### src/rtl/alu_pkg.sv
// Shared definitions for the shared-ALU controller.
// Opcodes, flag bit positions and FSM state encoding.
package alu_pkg;

    localparam logic [2:0] OP_ADD  = 3'd0;
    localparam logic [2:0] OP_XOR  = 3'd1;
    localparam logic [2:0] OP_OR   = 3'd2;
    localparam logic [2:0] OP_AND  = 3'd3;
    localparam logic [2:0] OP_NOR  = 3'd4;
    localparam logic [2:0] OP_SL   = 3'd5;
    localparam logic [2:0] OP_SR   = 3'd6;
    localparam logic [2:0] OP_ZERO = 3'd7;

    localparam int F_Z = 0;
    localparam int F_N = 1;
    localparam int F_M = 2;
    localparam int F_C = 3;

    typedef enum logic [1:0] {
        ST_IDLE = 2'd0,
        ST_EXEC = 2'd1,
        ST_RESP = 2'd2
    } state_t;

endpackage

### src/rtl/alu_share_ctrl_rr_arb2.sv
// Two-way round-robin arbiter, purely combinational.
// Ports: valid[1:0], last_id in; grant[1:0] one-hot, gid out.
module rr_arb2 (
    input  logic [1:0] valid,
    input  logic       last_id,
    output logic [1:0] grant,
    output logic       gid
);

    always_comb begin
        grant = 2'b00;
        case (valid)
            2'b01:   grant = 2'b01;
            2'b10:   grant = 2'b10;
            // tie: favour whoever did not win last time
            2'b11:   grant = last_id ? 2'b01 : 2'b10;
            default: grant = 2'b00;
        endcase
    end

    assign gid = grant[1];

endmodule

### src/rtl/alu_share_ctrl.sv
// Shares one external ALU between two requesters (round-robin).
// Ports: req_* (2 clients), alu_* (to/from ALU), resp_* (tagged response).
module alu_share_ctrl
    import alu_pkg::*;
#(
    parameter int WIDTH = 32,
    parameter int OPW   = 3
) (
    input  logic               clk,
    input  logic               rst,
    input  logic [1:0]         req_valid,
    output logic [1:0]         req_ready,
    input  logic [2*OPW-1:0]   req_op,
    input  logic [1:0]         req_sub,
    input  logic [2*WIDTH-1:0] req_a,
    input  logic [2*WIDTH-1:0] req_b,
    output logic [WIDTH-1:0]   alu_a,
    output logic [WIDTH-1:0]   alu_b,
    output logic [OPW-1:0]     alu_op,
    output logic               alu_sub,
    output logic               alu_cin,
    input  logic [WIDTH-1:0]   alu_result,
    input  logic [3:0]         alu_flags,
    output logic               resp_valid,
    input  logic               resp_ready,
    output logic               resp_id,
    output logic [WIDTH-1:0]   resp_data,
    output logic [3:0]         resp_flags
);

    state_t             state;
    logic               last_id;
    logic [1:0]         grant;
    logic               gid;
    logic               accept;

    logic [OPW-1:0]     op_q;
    logic               sub_q;
    logic [WIDTH-1:0]   a_q;
    logic [WIDTH-1:0]   b_q;
    logic               id_q;
    logic [WIDTH-1:0]   data_q;
    logic [3:0]         flags_q;

    rr_arb2 u_arb (
        .valid   (req_valid),
        .last_id (last_id),
        .grant   (grant),
        .gid     (gid)
    );

    // Only state gates readiness; resp_ready never reaches req_ready.
    assign req_ready = (state == ST_IDLE) ? grant : 2'b00;
    assign accept    = |(req_valid & req_ready);

    always_ff @(posedge clk) begin
        if (rst) begin
            state   <= ST_IDLE;
            last_id <= 1'b1;
            op_q    <= OPW'(OP_ZERO);
            sub_q   <= 1'b0;
            a_q     <= '0;
            b_q     <= '0;
            id_q    <= 1'b0;
            data_q  <= '0;
            flags_q <= '0;
        end else begin
            case (state)
                ST_IDLE: begin
                    if (accept) begin
                        op_q    <= gid ? req_op[OPW +: OPW]
                                       : req_op[0 +: OPW];
                        sub_q   <= req_sub[gid];
                        a_q     <= gid ? req_a[WIDTH +: WIDTH]
                                       : req_a[0 +: WIDTH];
                        b_q     <= gid ? req_b[WIDTH +: WIDTH]
                                       : req_b[0 +: WIDTH];
                        id_q    <= gid;
                        last_id <= gid;
                        state   <= ST_EXEC;
                    end
                end
                ST_EXEC: begin
                    // ALU sees the operand registers for this whole cycle
                    data_q  <= alu_result;
                    flags_q <= alu_flags;
                    state   <= ST_RESP;
                end
                ST_RESP: begin
                    if (resp_ready) begin
                        state <= ST_IDLE;
                    end
                end
                default: state <= ST_IDLE;
            endcase
        end
    end

    assign alu_a      = a_q;
    assign alu_b      = b_q;
    assign alu_op     = op_q;
    assign alu_sub    = sub_q;
    assign alu_cin    = sub_q;

    assign resp_valid = (state == ST_RESP);
    assign resp_id    = id_q;
    assign resp_data  = data_q;
    assign resp_flags = flags_q;

endmodule

### config.mk
export PLATFORM = sky130hd
export DESIGN_NAME = alu_share_ctrl
export DESIGN_NICKNAME = d
export VERILOG_FILES = /design/src/rtl/alu_pkg.sv /design/src/rtl/alu_share_ctrl_rr_arb2.sv /design/src/rtl/alu_share_ctrl.sv
export SDC_FILE = /design/constraint.sdc
export NUM_CORES = 1
export LEC_CHECK = 0
export CAP_MARGIN = 20
export CORE_ASPECT_RATIO = 0.9
export CORE_UTILIZATION = 36
export CTS_CLUSTER_DIAMETER = 40
export DETAILED_ROUTE_END_ITERATION = 6
export PLACE_DENSITY_LB_ADDON = 0.05
export SLEW_MARGIN = 20
export SYNTH_ARGS = -nofsm -noshare
export SYNTH_HDL_FRONTEND = slang
export SYNTH_SLANG_ARGS = --single-unit
export TNS_END_PERCENT = 50
### constraint.sdc
create_clock -name clk -period 1.4 [get_ports clk]
set_input_delay 0.21 -clock clk [delete_from_list [all_inputs] [get_ports clk]]
set_output_delay 0.21 -clock clk [all_outputs]
set_load 0.1 [all_outputs]
==> flow_summary.yaml, run 1 <==
run_status:
  status: "finished with violations"
  violations: "negative setup slack"
clock_tree:
  clk_pin_slew_ns: 0.07
  numCtsBuffers: 9
  clock_latency_ns: 0.35
  htree_levels: 3
  root_buffer: "clkbuf_16"
  cts_hold_buf: 0
  clock-sinks: 108
  max-clock-path-buffers: 2
  cts_tree: "yes"
timing:
  fin_hold_ws_ns: 0.343
  setup_violations: 40
  finalCriticalPeriod_ns: 1.51
  rsz0062_at_grt: "true"
  fmaxAchievable_mhz: 662
  skew_ns: 0.00684
  worst_slew_pin_slew_ns: 0.481
  final_hold_viol_count: 0
  post-route-period-util_pct: 108
  setup_slack_ns: -0.110
  slew_headroom_pct: 67.9
  report.final.slew_viol_count: 0
global_route:
  grt_overflow: 0
  grt_pass1_vias: 5071
  grt_usage_pct: 25.5
  grt_max_degree: 49
  grt_pass1_wl_um: 25200
  antenna_found_initial: 1
logic_synthesis:
  synth.distinct_cells: 21
  syn_avg_cell_area_sq_um: 7.84
  synth_edf_count: 0
  netlist_area_sq_um: 4400
  synth_top_area_cell: "dfxtp_1"
  synth_area_leaders: "dfxtp_1 (49%), nand2_1 (18%), a311oi_1 (13%)"
  synth_nets: 738
  synth.top_cell.area_share_pct: 49.2
  synth_cells: 561
  ys.flop_type: "dfxtp_1"
  yosysSeqAreaShare_pct: 49.2
  synth_seq_cells: 108
  synthArstFlopShare_pct: 0
  yosys_warnings: 0
detailed_routing:
  ant_nets: 0
  dr.pass1.iters: 6
  routedWlPerCell_um: 17.3
  vias: 5124
  via_per_inst: 5.12
  drcViolationCount: 0
  drt_iter0_drc: 291
  totalWireLength_um: 17300
power_and_ir_drop:
  p_clk_share_pct: 22.9
  switchingPower_mw: 4.93
  seq_power_share_pct: 30.8
  combPwrFrac_pct: 46.3
  p_int_mw: 7.24
  p_leak_nw: 3.69
  vdd_ir_drop_max_v: 0.000799
  netSwitchingFraction_pct: 40.5
  powerDensity_nw_per_um2: 1300
placement:
  dp_hpwl_um: 12100
  postPlaceCellArea_sq_um: 8630
  gp_congestion: 0.884
  port_buffers: 285
floorplan:
  rows: 37
  start_util_pct: 37.7
  die_area_sq_um: 12700
  io_pins: 286
  core_sq_um: 11700
  die_height_um: 107
  die_width_um: 119
critical_path:
  critPathCaptureType: "output pin"
  crit_path_max_fanout: 2
  r2r_cells: 6
  path_class: "flop to output pin"
  crit_arrival_ns: 1.30
  startpoint_type: "flop"
  worst-r2r-setup-slack_ns: -0.08
  cp.required_ns: 1.19
layout:
  drive_gt1_share_pct: 24.8
  final_cell_mix: "nand2_1 (205), clkdlybuf4s50_1 (173), buf_12 (123)"
  final_area_sq_um: 9360
  layout_commonest_cell: "nand2_1"
  syn_to_final_growth_pct: 113
  fin_nets: 1015
run:
  cap_viol_max_count: 0
hold_path:
  min_path_type: "primary input to flop"
  whs_path_depth: 3
[final cells by class]
type	count	area [sq um]
repair buffers	317	4450
fillers	748	2300
multi-input cells	401	2220
flip-flops and latches	108	2170
clock buffers	10	239
well taps	156	195
clock inverters	6	87.6
inverters	1	3.75
diodes	1	2.50
[worst paths after layout]
kind | from | endpoint
worst max-delay path | last_id | req_ready[1]
worst min-delay path | req_valid[1] | last_id
worst max register to register | last_id | alu_b[14]
worst min register to register | resp_data[4] | resp_data[4]
[layer usage]
| metal | wire, um | global-route usage, % | vias up | part of all wire, % |
|---|---|---|---|---|
| met3 | 1340 | 9.04 | 40 | 7.7 |
| li1 | - | - | 2453 | - |
| met2 | 9060 | 47.5 | 202 | 52 |
| met5 | 0 | 0 | - | 0 |
| met1 | 6300 | 25.5 | 2429 | 36 |
| met4 | 622 | 11.7 | 0 | 3.6 |
[through the flow]
stage               worst slack [ns]  total power [mW]  TNS [ns]  util [%]  instances
detailed placement            -0.442              9.18    -25.18      74.0        974
finish                        -0.110              12.2     -1.25      80.3       1000
CTS                           -0.206              12.0    -0.326      77.2        994
global route                  -0.156              12.6     -4.61      80.3       1000
floorplan                     -0.335              6.84     -1.14         -        561
global placement              -0.350              9.10    -21.82      74.0        974
[sequential cells by signal, summed over array words and instances (netlist names)]
register / flops
alu_b: 32
alu_cin: 1
alu_op: 3
resp_data: 32
alu_a: 32
last_id: 1
state: 2
resp_flags: 4
resp_id: 1
[critical path, cell delays in order (launching register included)]
cell	delay [ns]
dfxtp_4	0.35
a21bo_4	0.21
nor3_4	0.18
buf_12	0.21
[power groups by stage]
| stage | logic [mW] | clock network (mW) | registers [mW] |
|---|---|---|---|
| 2_1_floorplan | 0.955 | 0 | 5.89 |
| 3_3_place_gp | 5.30 | 0 | 3.80 |
| 3_5_place_dp | 5.36 | 0 | 3.82 |
| 4_1_cts | 5.40 | 2.83 | 3.75 |
| 5_1_grt | 5.83 | 2.95 | 3.78 |
| 6_report | 5.63 | 2.79 | 3.75 |
[cell usage after synthesis, types with 2 or more instances]
master	instances
buf_2	25
a311oi_1	65
buf_4	12
nor2b_1	3
nand2_1	211
o21bai_1	3
clkbuf_1	10
nor2_1	69
buf_6	3
and3_1	3
nand2b_1	2
dfxtp_1	108
a21oi_1	39
[logic make-up after synthesis]
logic type	synth area share [%]
compound gates	18.9
buf+inv	6.69
flops	49.2
simple gates	25.3
[what timing repair did]
action	CTS	global route
pin swaps	3	49
gates resized for setup	9	46
gates cloned	0	4
endpoints found under the setup margin	39	60
setup buffers	4	1
hold endpoints to repair	0	0
Power figures use the tool's default switching activity.
==> run 2, diff against run 1 <==
--- a/config.mk
+++ b/config.mk
@@ -7,12 +7,13 @@
 export LEC_CHECK = 0
 export CAP_MARGIN = 20
 export CORE_ASPECT_RATIO = 0.9
-export CORE_UTILIZATION = 36
+export CORE_UTILIZATION = 38
 export CTS_CLUSTER_DIAMETER = 40
 export DETAILED_ROUTE_END_ITERATION = 6
 export PLACE_DENSITY_LB_ADDON = 0.05
 export SLEW_MARGIN = 20
 export SYNTH_ARGS = -nofsm -noshare
 export SYNTH_HDL_FRONTEND = slang
+export SYNTH_HIERARCHICAL = 1
 export SYNTH_SLANG_ARGS = --single-unit
 export TNS_END_PERCENT = 50
==> run 2 against run 1 <==
The run still ends with negative setup slack left. Combinational power shrank 5.2%. Sequential cell count is the same. Clock power decreased by 8.2%. First-iteration DRC count shrank 40%. Total power down 5.0%. Fmax down 2.3%. Non-clock buffer count up 14. Wire length shrank 4.0%. Sequential share of layout area is 1.1 points lower. Critical path depth up 3.
==> flow_summary.yaml, run 2 <==
critical_path:
  cp_num_buf_inv: 2
  critPathMaxStageDelay_ns: 0.35
  crit_chain: "a21boi_4, buf_4, a22o_4, clkbuf_16, a21oi_1, a211oi_2"
  critPathCaptureType: "flop"
  startpoint_type: "flop"
  cp.required_ns: 1.68
  crit_path_max_fanout: 12
  cpMaxStageDelayCell: "dfxtp_2"
  crit_family: "compound AO/OA/AOI/OAI gates"
  crit_arrival_ns: 1.82
  path_class: "flop to flop"
layout:
  fin_cells: 958
  fin_nets: 965
  syn_to_final_growth_pct: 99.6
  final_area_sq_um: 9840
  layout_commonest_cell: "clkdlybuf4s50_1"
  drive_gt1_share_pct: 34.3
  fill_cells: 837
  final_cell_mix: "clkdlybuf4s50_1 (173), buf_12 (121), dfxtp_1 (104)"
detailed_routing:
  via_per_inst: 4.99
  dr.pass1.iters: 4
  routedWlPerCell_um: 17.3
  drcViolationCount: 0
  vias: 4776
  totalWireLength_um: 16600
  drt_iter0_drc: 175
  ant_nets: 0
floorplan:
  io_pins: 286
  core_sq_um: 12700
  die_height_um: 110
  die_width_um: 122
  rows: 39
  start_util_pct: 38.9
  die_area_sq_um: 13400
placement:
  gp_congestion: 0.757
  postPlaceCellArea_sq_um: 9120
  port_buffers: 285
  pre_cts_ws_ns: -0.496
  dpl.cell_count: 927
  dp_hpwl_um: 12200
global_route:
  antenna_found_initial: 1
  grt_overflow: 0
  grt_pass1_wl_um: 23800
  grt_usage_pct: 23.2
  grt_pass1_vias: 4724
  grt_max_degree: 52
clock_tree:
  root_buffer: "clkbuf_16"
  clock-sinks: 108
  cts_hold_buf: 0
  max-clock-path-buffers: 2
  numCtsBuffers: 9
  cts_tree: "yes"
  clock_latency_ns: 0.35
  htree_levels: 3
  clk_pin_slew_ns: 0.07
timing:
  worst_slew_pin_slew_ns: 0.370
  skew_ns: 0.00758
  fmaxAchievable_mhz: 647
  finalCriticalPeriod_ns: 1.55
  report.final.slew_viol_count: 0
  slew_headroom_pct: 75.4
  final_hold_viol_count: 0
  post-route-period-util_pct: 110
  setup_slack_ns: -0.145
  rsz0062_at_grt: "true"
  setup_violations: 71
hold_path:
  min_path_type: "primary input to flop"
logic_synthesis:
  synth.distinct_cells: 30
  synth_most_common_cell: "dfxtp_1"
  synthArstFlopShare_pct: 0
  synth_edf_count: 0
  synth_top_area_cell: "dfxtp_1"
  synth.top_cell.area_share_pct: 43.9
  syn_avg_cell_area_sq_um: 9.92
  yosys_warnings: 6
  yosysSeqAreaShare_pct: 43.9
  yosys-top-cells-count: "dfxtp_1 (108), a21oi_1 (106), nand2_1 (73)"
  synth_seq_cells: 108
  ys.flop_type: "dfxtp_1"
  netlist_area_sq_um: 4930
  synth_nets: 674
  synth_cells: 497
  synth_area_leaders: "dfxtp_1 (44%), mux2i_1 (13%), a211oi_2 (13%)"
run:
  cap_viol_max_count: 0
run_status:
  violations: "negative setup slack"
  status: "finished with violations"
power_and_ir_drop:
  vdd_ir_drop_max_v: 0.00106
  power.total_mw: 11.6
  powerDensity_nw_per_um2: 1180
  p_leak_nw: 3.67
[run 2: cell types whose count changed after synthesis, sizes merged, moves of 11 or more]
| cell | change |
|---|---|
| nand2 | -138 |
| a21oi | +67 |
| a211oi | +65 |
| a311oi | -65 |
| mux2i | +65 |
| nor2 | -64 |
| clkbuf | +11 |
[run 2: power breakdown]
| group | switching, mW | leakage, nW | internal [mW] |
|---|---|---|---|
| clock network | 1.12 | 0.147 | 1.43 |
| logic | 3.12 | 2.64 | 2.22 |
| registers | 0.311 | 0.888 | 3.35 |
[run 2: path summary, 6_finish.rpt]
| check | startpoint | endpoint | slack, ns | cells past startpoint |
|---|---|---|---|---|
| max | last_id | alu_b[19] | -0.15 | 6 |
| min | rst | alu_a[31] | 0.15 | 2 |
| max reg2reg | last_id | alu_b[19] | -0.15 | 6 |
| min reg2reg | resp_flags[0] | resp_flags[0] | 0.49 | 2 |
[run 2: stage by stage]
| stage | hold WS [ns] | TNS [ns] | utilization (%) |
|---|---|---|---|
| floorplan | 0.346 | -0.844 | - |
| global placement | 0.479 | -28.39 | 71.9 |
| detailed placement | 0.483 | -31.67 | 71.9 |
| CTS | 0.134 | -4.59 | 75.3 |
| global route | 0.153 | -10.70 | 77.6 |
| finish | 0.148 | -5.88 | 77.6 |
[run 2: timing repair]
action,4_1_cts,5_1_grt
gates cloned,0,8
endpoints found under the setup margin,73,74
resized for setup,28,19
endpoints found under the hold margin,0,0
buffers inserted,4,2
pin swaps,3,4
[run 2: per-layer routing]
| metal | global-route usage [%] | routed length [um] | vias up |
|---|---|---|---|
| met5 | 0 | 0 | - |
| met4 | 8.97 | 333 | 0 |
| met3 | 8.44 | 1470 | 20 |
| met2 | 43.7 | 8820 | 188 |
| met1 | 23.2 | 6000 | 2200 |
| li1 | - | - | 2368 |
[run 2: cell families after synthesis]
group	Yosys count	share of synthesized area, %
multiplexers	68	13.9
flip-flops	108	43.9
buffers and inverters	53	7.49
AO/OA/AOI/OAI	177	27.0
AND/OR/NAND/NOR	91	7.74
[run 2: cell type report]
class | count | area (sq um) | share of cell area, %
inverters | 1 | 3.75 | 0.0381
clock buffers | 12 | 246 | 2.51
repair buffers | 331 | 4560 | 46.4
diodes | 1 | 2.50 | 0.0254
multi-input cells | 337 | 2600 | 26.4
clock inverters | 4 | 48.8 | 0.496
well taps | 164 | 205 | 2.09
flip-flops and latches | 108 | 2170 | 22.0
==> run 3, diff against run 2 <==
--- a/config.mk
+++ b/config.mk
@@ -8,7 +8,6 @@
 export CAP_MARGIN = 20
 export CORE_ASPECT_RATIO = 0.9
 export CORE_UTILIZATION = 38
-export CTS_CLUSTER_DIAMETER = 40
 export DETAILED_ROUTE_END_ITERATION = 6
 export PLACE_DENSITY_LB_ADDON = 0.05
 export SLEW_MARGIN = 20
==> results of run 3 <==
Final layout, timing and power as in run 2 (identical DEF).
